File: src/rtl/tinyqv_periph_bus_ctrl_pkg.sv
// Shared types and constants for the tinyQV peripheral bus controller.
package tinyqv_periph_bus_ctrl_pkg;

  typedef enum logic [1:0] {
    ST_IDLE    = 2'b00,
    ST_ACCESS  = 2'b01,
    ST_DONE    = 2'b10,
    ST_RELEASE = 2'b11
  } state_t;

  localparam logic [1:0]  SIZE_NONE = 2'b11;
  localparam logic [31:0] ERR_RDATA = 32'hFFFF_FFFF;

  // Anything outside the bottom 32 MB of the 28-bit space belongs to the peripherals.
  function automatic logic is_periph_region(input logic [27:0] addr);
    return (addr[27:25] != 3'b000);
  endfunction

endpackage

File: src/rtl/tinyqv_periph_bus_ctrl_if.sv
// CPU-side and peripheral-side signals of the bus controller; master = controller view.
interface tinyqv_periph_bus_ctrl_if #(
  parameter int NUM_PERIPH = 8,
  parameter int SLOT_LSB   = 6
);
  logic [27:0]              data_addr;
  logic [1:0]               data_write_n;
  logic [1:0]               data_read_n;
  logic                     data_read_complete;
  logic [31:0]              data_out;
  logic                     data_ready;
  logic [31:0]              data_in;
  logic [NUM_PERIPH-1:0]    periph_sel;
  logic [SLOT_LSB-1:0]      periph_addr;
  logic [1:0]               periph_write_n;
  logic [1:0]               periph_read_n;
  logic [31:0]              periph_wdata;
  logic                     periph_read_complete;
  logic [NUM_PERIPH*32-1:0] periph_rdata;
  logic [NUM_PERIPH-1:0]    periph_ready;
  logic                     bus_error;
  logic                     err_clear;

  modport master (
    input  data_addr, data_write_n, data_read_n, data_read_complete, data_out,
           periph_rdata, periph_ready, err_clear,
    output data_ready, data_in, periph_sel, periph_addr, periph_write_n,
           periph_read_n, periph_wdata, periph_read_complete, bus_error
  );

  modport slave (
    output data_addr, data_write_n, data_read_n, data_read_complete, data_out,
           periph_rdata, periph_ready, err_clear,
    input  data_ready, data_in, periph_sel, periph_addr, periph_write_n,
           periph_read_n, periph_wdata, periph_read_complete, bus_error
  );
endinterface

File: src/rtl/tinyqv_periph_bus_ctrl_timeout.sv
// Access watchdog for the peripheral bus; exists only when TINYQV_PERIPH_TIMEOUT_EN is defined.
`ifdef TINYQV_PERIPH_TIMEOUT_EN
module tinyqv_bus_timeout #(
  parameter int TIMEOUT_CYCLES = 15
) (
  input  logic clk,
  input  logic rstn,
  input  logic i_load,
  input  logic i_count,
  output logic o_expire
);
  localparam logic [7:0] LAST_CNT = 8'(TIMEOUT_CYCLES - 1);

  logic [7:0] r_cnt;

  // Counter is held at zero outside ACCESS so every access starts a fresh window.
  always_ff @(posedge clk or negedge rstn) begin
    if (!rstn) begin
      r_cnt <= 8'd0;
    end else if (i_load) begin
      r_cnt <= 8'd0;
    end else if (i_count) begin
      r_cnt <= r_cnt + 8'd1;
    end else begin
      r_cnt <= r_cnt;
    end
  end

  assign o_expire = i_count && (r_cnt == LAST_CNT);
endmodule
`endif

File: src/rtl/tinyqv_periph_bus_ctrl.sv
// Sequences CPU non-memory transactions onto one-hot peripheral slots.
// Optional access timeout enabled by defining TINYQV_PERIPH_TIMEOUT_EN.
module tinyqv_periph_bus_ctrl
  import tinyqv_periph_bus_ctrl_pkg::*;
#(
  parameter int NUM_PERIPH     = 8,
  parameter int SLOT_LSB       = 6,
  parameter int TIMEOUT_CYCLES = 15
) (
  input  logic                     clk,
  input  logic                     rstn,
  tinyqv_periph_bus_ctrl_if.master bus
);

  state_t                r_state;
  logic                  r_ready;
  logic [31:0]           r_data_in;
  logic [NUM_PERIPH-1:0] r_sel;
  logic [SLOT_LSB-1:0]   r_addr;
  logic [1:0]            r_write_n;
  logic [1:0]            r_read_n;
  logic [31:0]           r_wdata;
  logic                  r_rd_cmpl;
  logic                  r_bus_error;

  logic [3:0]            w_slot;
  logic                  w_wr;
  logic                  w_rd;
  logic                  w_req;
  logic                  w_mapped;
  logic [NUM_PERIPH-1:0] w_onehot;
  logic                  w_sel_ready;
  logic [31:0]           w_sel_rdata;
  logic                  w_expire;
  logic                  w_err_set;
  logic                  w_unused_addr;

  assign w_slot        = bus.data_addr[SLOT_LSB+3:SLOT_LSB];
  assign w_wr          = (bus.data_write_n != SIZE_NONE);
  assign w_rd          = (bus.data_read_n != SIZE_NONE);
  assign w_req         = (w_wr || w_rd) && is_periph_region(bus.data_addr);
  assign w_mapped      = (int'(w_slot) < NUM_PERIPH);
  assign w_sel_ready   = |(bus.periph_ready & r_sel);
  assign w_unused_addr = ^bus.data_addr[24:SLOT_LSB+4];

  // Slot decode and read-data mux keyed on the registered select, so foreign ready/data is ignored.
  always_comb begin
    w_onehot    = {NUM_PERIPH{1'b0}};
    w_sel_rdata = 32'h0000_0000;
    for (int k = 0; k < NUM_PERIPH; k++) begin
      w_onehot[k] = (w_slot == 4'(k));
      w_sel_rdata = w_sel_rdata | (bus.periph_rdata[32*k +: 32] & {32{r_sel[k]}});
    end
  end

`ifdef TINYQV_PERIPH_TIMEOUT_EN
  tinyqv_bus_timeout #(
    .TIMEOUT_CYCLES (TIMEOUT_CYCLES)
  ) u_timeout (
    .clk      (clk),
    .rstn     (rstn),
    .i_load   (r_state != ST_ACCESS),
    .i_count  (r_state == ST_ACCESS),
    .o_expire (w_expire)
  );
`else
  logic [7:0] w_unused_tmo;
  assign w_unused_tmo = 8'(TIMEOUT_CYCLES);
  assign w_expire     = 1'b0;
`endif

  // Error sources: request to an unmapped slot, or an access that timed out without ready.
  always_comb begin
    w_err_set = 1'b0;
    if ((r_state == ST_IDLE) && w_req && !w_mapped) begin
      w_err_set = 1'b1;
    end else if ((r_state == ST_ACCESS) && !w_sel_ready && w_expire) begin
      w_err_set = 1'b1;
    end else begin
      w_err_set = 1'b0;
    end
  end

  // Transaction FSM with all bus outputs registered.
  always_ff @(posedge clk or negedge rstn) begin
    if (!rstn) begin
      r_state     <= ST_IDLE;
      r_ready     <= 1'b0;
      r_data_in   <= 32'h0000_0000;
      r_sel       <= {NUM_PERIPH{1'b0}};
      r_addr      <= {SLOT_LSB{1'b0}};
      r_write_n   <= SIZE_NONE;
      r_read_n    <= SIZE_NONE;
      r_wdata     <= 32'h0000_0000;
      r_rd_cmpl   <= 1'b0;
      r_bus_error <= 1'b0;
    end else begin
      r_rd_cmpl <= bus.data_read_complete;
      r_ready   <= 1'b0;
      case (r_state)
        ST_IDLE: begin
          if (w_req) begin
            r_addr  <= bus.data_addr[SLOT_LSB-1:0];
            r_wdata <= bus.data_out;
            if (w_mapped) begin
              r_sel     <= w_onehot;
              r_write_n <= bus.data_write_n;
              r_read_n  <= w_wr ? SIZE_NONE : bus.data_read_n;
              r_state   <= ST_ACCESS;
            end else begin
              r_data_in <= 32'h0000_0000;
              r_ready   <= 1'b1;
              r_state   <= ST_DONE;
            end
          end else begin
            r_state <= ST_IDLE;
          end
        end
        ST_ACCESS: begin
          if (w_sel_ready) begin
            r_data_in <= (r_write_n != SIZE_NONE) ? 32'h0000_0000 : w_sel_rdata;
            r_sel     <= {NUM_PERIPH{1'b0}};
            r_write_n <= SIZE_NONE;
            r_read_n  <= SIZE_NONE;
            r_ready   <= 1'b1;
            r_state   <= ST_DONE;
          end else if (w_expire) begin
            r_data_in <= ERR_RDATA;
            r_sel     <= {NUM_PERIPH{1'b0}};
            r_write_n <= SIZE_NONE;
            r_read_n  <= SIZE_NONE;
            r_ready   <= 1'b1;
            r_state   <= ST_DONE;
          end else begin
            r_state <= ST_ACCESS;
          end
        end
        ST_DONE: begin
          r_state <= ST_RELEASE;
        end
        ST_RELEASE: begin
          // Hold here until the CPU drops its request so a held strobe is not re-issued.
          if (!w_wr && !w_rd) begin
            r_state <= ST_IDLE;
          end else begin
            r_state <= ST_RELEASE;
          end
        end
        default: begin
          r_state <= ST_IDLE;
        end
      endcase
      if (w_err_set) begin
        r_bus_error <= 1'b1;
      end else if (bus.err_clear) begin
        r_bus_error <= 1'b0;
      end else begin
        r_bus_error <= r_bus_error;
      end
    end
  end

  assign bus.data_ready           = r_ready;
  assign bus.data_in              = r_data_in;
  assign bus.periph_sel           = r_sel;
  assign bus.periph_addr          = r_addr;
  assign bus.periph_write_n       = r_write_n;
  assign bus.periph_read_n        = r_read_n;
  assign bus.periph_wdata         = r_wdata;
  assign bus.periph_read_complete = r_rd_cmpl;
  assign bus.bus_error            = r_bus_error;

endmodule

File: src/flat_wrapper.sv
// flat-port wrapper written by rule: the top's interface ports become plain ports
module tinyqv_periph_bus_ctrl_flat import tinyqv_periph_bus_ctrl_pkg::*;
#(
  parameter int NUM_PERIPH     = 8,
  parameter int SLOT_LSB       = 6,
  parameter int TIMEOUT_CYCLES = 15
)
  (clk, rstn, bus_data_addr, bus_data_write_n, bus_data_read_n, bus_data_read_complete, bus_data_out, bus_periph_rdata, bus_periph_ready, bus_err_clear, bus_data_ready, bus_data_in, bus_periph_sel, bus_periph_addr, bus_periph_write_n, bus_periph_read_n, bus_periph_wdata, bus_periph_read_complete, bus_bus_error);
  tinyqv_periph_bus_ctrl_if #(.NUM_PERIPH(NUM_PERIPH), .SLOT_LSB(SLOT_LSB)) bus_i ();
  input  logic clk;
  input  logic rstn;
  input wire logic [$bits(bus_i.data_addr)-1:0] bus_data_addr;
  input wire logic [$bits(bus_i.data_write_n)-1:0] bus_data_write_n;
  input wire logic [$bits(bus_i.data_read_n)-1:0] bus_data_read_n;
  input wire logic [$bits(bus_i.data_read_complete)-1:0] bus_data_read_complete;
  input wire logic [$bits(bus_i.data_out)-1:0] bus_data_out;
  input wire logic [$bits(bus_i.periph_rdata)-1:0] bus_periph_rdata;
  input wire logic [$bits(bus_i.periph_ready)-1:0] bus_periph_ready;
  input wire logic [$bits(bus_i.err_clear)-1:0] bus_err_clear;
  output wire logic [$bits(bus_i.data_ready)-1:0] bus_data_ready;
  output wire logic [$bits(bus_i.data_in)-1:0] bus_data_in;
  output wire logic [$bits(bus_i.periph_sel)-1:0] bus_periph_sel;
  output wire logic [$bits(bus_i.periph_addr)-1:0] bus_periph_addr;
  output wire logic [$bits(bus_i.periph_write_n)-1:0] bus_periph_write_n;
  output wire logic [$bits(bus_i.periph_read_n)-1:0] bus_periph_read_n;
  output wire logic [$bits(bus_i.periph_wdata)-1:0] bus_periph_wdata;
  output wire logic [$bits(bus_i.periph_read_complete)-1:0] bus_periph_read_complete;
  output wire logic [$bits(bus_i.bus_error)-1:0] bus_bus_error;
  assign bus_i.data_addr = bus_data_addr;
  assign bus_i.data_write_n = bus_data_write_n;
  assign bus_i.data_read_n = bus_data_read_n;
  assign bus_i.data_read_complete = bus_data_read_complete;
  assign bus_i.data_out = bus_data_out;
  assign bus_i.periph_rdata = bus_periph_rdata;
  assign bus_i.periph_ready = bus_periph_ready;
  assign bus_i.err_clear = bus_err_clear;
  assign bus_data_ready = bus_i.data_ready;
  assign bus_data_in = bus_i.data_in;
  assign bus_periph_sel = bus_i.periph_sel;
  assign bus_periph_addr = bus_i.periph_addr;
  assign bus_periph_write_n = bus_i.periph_write_n;
  assign bus_periph_read_n = bus_i.periph_read_n;
  assign bus_periph_wdata = bus_i.periph_wdata;
  assign bus_periph_read_complete = bus_i.periph_read_complete;
  assign bus_bus_error = bus_i.bus_error;
  tinyqv_periph_bus_ctrl #(.NUM_PERIPH(NUM_PERIPH), .SLOT_LSB(SLOT_LSB), .TIMEOUT_CYCLES(TIMEOUT_CYCLES)) u_core (.clk(clk), .rstn(rstn), .bus(bus_i));
endmodule
File: config.mk
export PLATFORM = sky130hd
export DESIGN_NAME = tinyqv_periph_bus_ctrl_flat
export DESIGN_NICKNAME = d
export VERILOG_FILES = /design/src/rtl/tinyqv_periph_bus_ctrl_pkg.sv /design/src/rtl/tinyqv_periph_bus_ctrl_if.sv /design/src/rtl/tinyqv_periph_bus_ctrl_timeout.sv /design/src/rtl/tinyqv_periph_bus_ctrl.sv /design/src/flat_wrapper.sv
export SDC_FILE = /design/constraint.sdc
export NUM_CORES = 1
export LEC_CHECK = 0
export CAP_MARGIN = 40
export CORE_AREA = 3 3 159 161
export CTS_BUF_LIST = sky130_fd_sc_hd__clkbuf_4 sky130_fd_sc_hd__clkbuf_8 sky130_fd_sc_hd__clkbuf_16
export CTS_CLUSTER_SIZE = 12
export DETAILED_ROUTE_END_ITERATION = 10
export DIE_AREA = 0 0 162 164
export RECOVER_POWER = 50
export SLEW_MARGIN = 10
export SYNTH_ARGS = -nofsm -noshare
export SYNTH_HDL_FRONTEND = slang
export SYNTH_SLANG_ARGS = --single-unit
export TNS_END_PERCENT = 5
File: constraint.sdc
create_clock -name clk -period 1.9 [get_ports clk]
set_input_delay 0.475 -clock clk [delete_from_list [all_inputs] [get_ports clk]]
set_output_delay 0.475 -clock clk [all_outputs]
set_load 0.01 [all_outputs]
==> results of run 1 <==
routing by layer:
| layer | up-vias | GRT usage [%] | part of all wire (%) |
|---|---|---|---|
| met5 | - | 0 | 0.15 |
| met4 | 4 | 4.65 | 1.4 |
| met3 | 23 | 6.83 | 9.7 |
| met2 | 295 | 33.9 | 49 |
| met1 | 2897 | 23.4 | 39 |
| li1 | 2701 | - | - |
synthesized netlist by cell type:
cell and n:
nor4_1 2, or2_2 1, nor2_1 5, mux2_2 38, a31o_2 2, nor4b_1 2, a22oi_1 128, a41o_1 32
nand4b_1 1, a32o_1 2, nand4_1 2, nor2b_1 1, dfstp_2 4, a31oi_1 2, o21ai_0 35, o41ai_4 1
buf_4 2, o41ai_1 1, nand2b_1 2, a21oi_1 1, nand3_1 3, buf_2 6, or3_1 1, a22o_1 4
o32a_1 2, clkbuf_1 45, nand2_1 8, dfrtp_1 83, o22ai_1 2, inv_1 4, clkbuf_2 2, o32ai_1 1
o211ai_1 33
state kept, by name (all words and copies together), names as in the netlist:
name                             count
u_core.r_state                       2
u_core.bus.periph_read_n             2
u_core.bus.data_ready                1
u_core.bus.periph_sel                8
u_core.bus.bus_error                 1
u_core.bus.periph_wdata             32
u_core.bus.data_in                  32
u_core.bus.periph_read_complete      1
u_core.bus.periph_write_n            2
u_core.bus.periph_addr               6
critical path: cells and delay by family:
kind                   cells  cell delay [ns]
AOI/OAI and AO/OA          3             0.88
buffers and inverters      2             0.68
and+or+nand+nor            1             0.13
metrics by stage:
| stage | total power [mW] | instances | TNS, ns | util, % | setup slack, ns |
|---|---|---|---|---|---|
| after floorplan | 7.00 | 458 | -0.0493 | - | -0.00705 |
| after global placement | 11.1 | 1172 | -22.31 | 39.4 | -0.331 |
| after detailed placement | 11.2 | 1172 | -23.39 | 39.4 | -0.340 |
| after CTS | 13.1 | 1189 | -0.146 | 40.7 | -0.146 |
| after global routing | 13.8 | 1192 | -0.384 | 40.7 | -0.0550 |
| final | 12.9 | 1192 | 0 | 40.7 | 0.0162 |
cell families after synthesis:
family	Yosys count	share of synthesized area (%)
compound gates	246	38.5
flops	87	44.8
buf+inv	59	4.91
mux	38	8.79
simple gates	28	3.01
area by class of cell:
class / count / area share, %
timing repair buffer: 447 / 45.2
multi-input combinational: 312 / 25.1
sequential: 87 / 22.3
tap: 324 / 4.13
clock buffer: 10 / 2.44
clock inverter: 6 / 0.587
inverter: 4 / 0.153
antenna: 2 / 0.0510
worst max path at each step:
stage / start / endpoint / cells past startpoint / slack [ns]
2_1_floorplan: u_core.bus.periph_sel[0] / u_core.bus.data_in[0] / 7 / -0.007
3_3_place_gp: bus_periph_ready[0] / u_core.bus.periph_read_n[0] / 6 / -0.33
3_5_place_dp: bus_periph_ready[0] / u_core.bus.periph_read_n[1] / 6 / -0.34
4_1_cts: u_core.bus.periph_sel[7] / bus_periph_sel[7] / 2 / -0.15
5_1_grt: bus_periph_ready[2] / u_core.bus.periph_sel[3] / 6 / -0.06
6_report: bus_periph_ready[2] / u_core.bus.periph_read_n[1] / 6 / 0.02
where the power goes:
group          internal (mW)  switching [mW]
combinational           4.02            3.91
clock                  0.960           0.863
sequential              2.67           0.493
repair_timing:
| action | in CTS | in global routing |
|---|---|---|
| setup endpoints to repair | 11 | 28 |
| pin swaps | 0 | 1 |
| endpoints found under the hold margin | 10 | 0 |
| resized for setup | 16 | 18 |
| hold buffers | 1 | 0 |
| buffers inserted | 0 | 1 |
==> out/metrics.yaml, run 1 <==
status:
  outcome: "completed"
placed_design:
  dp_hpwl_um: 20700
  port_buffers: 401
  place_congestion: 0.769
  place_area_um2: 9490
yosys:
  syn_avg_cell_area_um2: 10.6
  ys_warn_count: 0
  synth_cell_types: 33
  synthesis.area_um2: 4870
  synth_top_area_cell: "dfrtp_1"
  synth_nets: 790
  seq_area_frac_synth_pct: 44.8
  synthTopCellsByArea: "dfrtp_1, a22oi_1, mux2_2, a41o_1, o211ai_1"
  yosys_register_bits: 87
  postSynthCellCount: 458
  synth_top_area_share_pct: 42.7
cells_and_area:
  regArea_um2: 2190
  n_fill_cell: 2422
  drive_gt1_share_pct: 12.9
  fin_area_um2: 9810
  final_nets: 1193
  mostFrequentLayoutCell: "clkdlybuf4s50_1"
  final_cell_mix: "clkdlybuf4s50_1, a22oi_1, dfrtp_1"
  layout-area-overhead-vs-synth_pct: 102
  multiInputGateArea_um2: 2460
setup_path:
  crit_slowest_cell: "o41ai_4"
  reg2reg_slack_ns: 0.07
  required_ns: 2.18
  reg2reg_depth: 5
  critPathKind: "input port to register"
  path_cells: "clkdlybuf4s50_1 -> a22o_1 -> o41ai_4 -> buf_4 -> nor2_1 -> o32a_1"
  max_stage_delay_ns: 0.43
  worstPathMaxFanout: 12
  critPathCaptureType: "register"
  reg2reg_from: "u_core.bus.periph_sel[2]"
  critPathLaunchType: "input port"
  reg2reg_to: "u_core.bus.periph_read_n[1]"
  worst_ep_arrival_time_ns: 2.17
floorplanning:
  std_cell_rows: 57
  ios: 417
  die_h_um: 164
  fp.coreArea_um2: 24100
  die-area_um2: 26600
  die_x_um: 162
  start_util_pct: 20.2
min_path:
  min_to: "u_core.bus.periph_wdata[8]"
  hold_class: "register to register"
  min_path_cells: 1
  hp-start: "u_core.bus.periph_wdata[8]"
sta:
  min_period_ns: 1.88
  fin_crit_sh_pct: 99.1
  holdWs_ns: 0.502
  slew_violations: 0
  worst_pin_slew_ns: 0.507
  max_slew_margin_pct: 66.2
  final_hold_viol_count: 0
  grt_setup_unrepaired: "yes"
  fmaxAchievable_ghz: 0.531
  finalSetupViolCount: 0
  fin_skew_ns: 0.0108
global_routing:
  grt_antenna_before_repair: 4
  grt_pass1_wl_um: 39500
  grt_pass1_vias: 6392
  grt_start_max_net_pins: 58
  grt_overflow: 0
  grt_use_total_pct: 19.6
clock_network:
  htreeDepth: 3
  clockBufferDepth: 2
  clk_pin_slew_ns: 0.08
  clk_latency_ns: 0.35
  cts_tree: "built"
  cts_made_buffers: 9
  root_buffer: "clkbuf_16"
  cts.sinks: 87
drt:
  post-route-drc-count: 0
  routed_wirelength_um: 27200
  wire_per_inst_um: 22.8
  dr.pass1.iters: 5
  dr_total_vias: 5920
  via_per_inst: 4.97
  drt_iter0_drc: 405
  final_antenna_net_count: 0
pwr:
  powerDensity_nw_per_um2: 1320
  leakagePower_nw: 3.64
  ir_drop_mv: 0.793
job:
  maxCapViolations: 0
(Power assumes the default switching activity.)
==> run 2, diff against run 1 <==
--- a/config.mk
+++ b/config.mk
@@ -6,11 +6,11 @@
 export NUM_CORES = 1
 export LEC_CHECK = 0
 export CAP_MARGIN = 40
-export CORE_AREA = 3 3 159 161
+export CORE_AREA = 3 3 163 165
 export CTS_BUF_LIST = sky130_fd_sc_hd__clkbuf_4 sky130_fd_sc_hd__clkbuf_8 sky130_fd_sc_hd__clkbuf_16
 export CTS_CLUSTER_SIZE = 12
 export DETAILED_ROUTE_END_ITERATION = 10
-export DIE_AREA = 0 0 162 164
+export DIE_AREA = 0 0 166 168
 export RECOVER_POWER = 50
 export SLEW_MARGIN = 10
 export SYNTH_ARGS = -nofsm -noshare
==> constraint.sdc (replaced) <==
create_clock -name clk -period 2.2 [get_ports clk]
set_input_delay 0.55 -clock clk [delete_from_list [all_inputs] [get_ports clk]]
set_output_delay 0.55 -clock clk [all_outputs]
set_load 0.01 [all_outputs]
==> run 2 against run 1 <==
Sequential power fell by 14%; die area up 5.0%; hold slack worse by 0.0025 ns; clock skew hardly changed; combinational power fell by 15%; critical endpoint is now bus_periph_sel[6]; cell count down 0.76%; largest power group unchanged; clock power decreased by 15%; worst setup slack better by 0.042 ns; highest routed layer is now met4; sequential share of layout area increased by 0.37 points; clock-buffer cell count decreased by 1.
==> out/metrics.yaml, run 2 (same netlist as run 1, synthesis figures left out) <==
status:
  outcome: "completed"  # unchanged
placed_design:
  dp_hpwl_um: 21000  # was 20700 um
  place_ws_ns: -0.169  # was -0.340 ns
  port_buffers: 401  # unchanged
  place_congestion: 0.808  # was 0.769
  place_area_um2: 9370  # was 9490 um2
global_routing:
  grt_start_max_net_pins: 57  # was 58
  grt_use_total_pct: 19.0  # was 19.6%
  grt_overflow: 0  # unchanged
  grt_antenna_before_repair: 2  # was 4
  grt_pass1_vias: 6384  # was 6392
  grt_pass1_wl_um: 40800  # was 39500 um
sta:
  worst_slack_ns: 0.0579  # was 0.0162 ns
  min_period_ns: 2.14
  max_slew_margin_pct: 45.6  # was 66.2%
  finalSetupViolCount: 0  # unchanged
  fmaxAchievable_ghz: 0.467
  slew_violations: 0  # unchanged
  fin_skew_ns: 0.0108  # about the same
  fin_crit_sh_pct: 97.4
  holdWs_ns: 0.499  # was 0.502 ns
  worst_pin_slew_ns: 0.816  # was 0.507 ns
  final_hold_viol_count: 0  # unchanged
  grt_setup_unrepaired: "no"  # was yes
setup_path:
  required_ns: 1.65  # was 2.18 ns
  worst_ep_arrival_time_ns: 1.59  # was 2.17 ns
  critPathKind: "register to output pin"  # was input port to register
  critPathCaptureType: "output pin"  # was register
  cp_top_family: "buffers and inverters"  # was compound AO/OA/AOI/OAI gates
  crit_slowest_cell: "clkdlybuf4s50_1"  # was o41ai_4
  path_buf_inv: 2  # unchanged
  max_stage_delay_ns: 0.61  # was 0.43 ns
  critPathLaunchType: "register"  # was input port
  worstPathMaxFanout: 12  # unchanged
  path_cells: "buf_4 -> clkdlybuf4s50_1"  # was clkdlybuf4s50_1 -> a22o_1 -> o41ai_4 -> buf_4 -> nor2_1 -> o32a_1
cells_and_area:
  post-route-util_pct: 38.3  # was 40.7%
  mostFrequentLayoutCell: "clkdlybuf4s50_1"  # unchanged
  final_nets: 1178  # was 1193
  fin_area_um2: 9630  # was 9810 um2
  final_cell_mix: "clkdlybuf4s50_1, a22oi_1, dfrtp_1"  # unchanged
  drive_gt1_share_pct: 11.3  # was 12.9%
  layout-area-overhead-vs-synth_pct: 97.9  # was 102%
pwr:
  ir_drop_mv: 0.651  # was 0.793 mV
  powerDensity_nw_per_um2: 1140  # was 1320 nW/um2
  total_power_mw: 11.0  # was 12.9 mW
  leakagePower_nw: 3.55  # was 3.64 nW
floorplanning:
  start_util_pct: 19.3  # was 20.2%
  die_h_um: 168  # was 164 um
  ios: 417  # unchanged
  die-area_um2: 27900  # was 26600 um2
  die_x_um: 166  # was 162 um
  std_cell_rows: 58  # was 57
  fp.coreArea_um2: 25200  # was 24100 um2
clock_network:
  cts_setup_buffers: 0  # unchanged
  clk_latency_ns: 0.35  # about the same
  clockBufferDepth: 2  # unchanged
  root_buffer: "clkbuf_16"  # unchanged
  clk_pin_slew_ns: 0.08  # about the same
  htreeDepth: 3  # unchanged
  cts_made_buffers: 9  # unchanged
  cts_tree: "built"  # unchanged
  cts.sinks: 87  # unchanged
drt:
  post-route-drc-count: 0  # unchanged
  drt_iter0_drc: 373  # was 405
  dr.pass1.iters: 5  # unchanged
  dr_total_vias: 5950  # was 5920
  routed_wirelength_um: 27500  # was 27200 um
  via_per_inst: 5.03  # was 4.97
  final_antenna_net_count: 0  # unchanged
  wire_per_inst_um: 23.3  # was 22.8 um
min_path:
  hold_class: "register to register"  # unchanged
job:
  maxCapViolations: 0  # unchanged
run 2: changes by cell type in the layout (fill, tap and decap cells not counted), sizes merged:
cell	change
buf	-17
clkbuf	+1
clkdlybuf4s50	-13
clkinvlp	+1
dlygate4sd2	-10
dlygate4sd3	+24
dlymetal6s2s	-1
run 2: worst register-to-register path, cell delays in order, from the launching register on:
cell and delay (ns):
dfrtp_2 0.46, a22o_1 0.29, o41ai_4 0.47, buf_4 0.38, o211ai_1 0.15, o21ai_0 0.11
run 2: repair_timing:
item	in CTS	in global routing
hold buffers	1	0
resized for setup	0	0
endpoints found under the hold margin	3	0
run 2: cell type report:
type	instances	area, um2
Clock buffer	9	225
Tap cell	330	413
Inverter	4	15.0
Timing Repair Buffer	432	4270
Sequential cell	87	2190
Antenna cell	2	5.00
Clock inverter	7	61.3
Fill cell	2493	15500
Multi-Input combinational cell	312	2450
run 2: routing by layer:
layer | wire, um | vias to the layer above | global-route usage, %
met5 | 0 | - | 0
met2 | 13000 | 343 | 31.0
met1 | 11300 | 2916 | 23.8
li1 | - | 2665 | -
met3 | 2610 | 26 | 6.46
met4 | 689 | 0 | 5.86
run 2: path summary, 6_finish.rpt:
| path | from | endpoint | slack [ns] | cells after the start |
|---|---|---|---|---|
| max reg2reg | u_core.bus.periph_sel[2] | u_core.bus.data_in[16] | 0.26 | 5 |
| max in group asynchronous | rstn | u_core.bus.data_in[20] | 0.49 | 3 |
| min reg2reg | u_core.bus.periph_wdata[2] | u_core.bus.periph_wdata[2] | 0.50 | 1 |
| min | u_core.bus.periph_wdata[2] | u_core.bus.periph_wdata[2] | 0.50 | 1 |
| min in group asynchronous | rstn | u_core.bus.periph_wdata[12] | 0.57 | 2 |
| max | u_core.bus.periph_sel[6] | bus_periph_sel[6] | 0.06 | 2 |
run 2: stage by stage:
| step | instances | setup TNS, ns |
|---|---|---|
| after global placement | 1164 | -5.00 |
| after detailed placement | 1164 | -7.65 |
| after CTS | 1181 | 0 |
| after global routing | 1183 | 0 |
| final | 1183 | 0 |
| after floorplan | 458 | 0 |
run 2: report_power, final:
group          switching (mW)  total [mW]  internal (mW)
Sequential              0.425        2.73           2.31
Clock                   0.749        1.54          0.794
Combinational            3.39        6.73           3.33
Total                    4.57        11.0           6.44
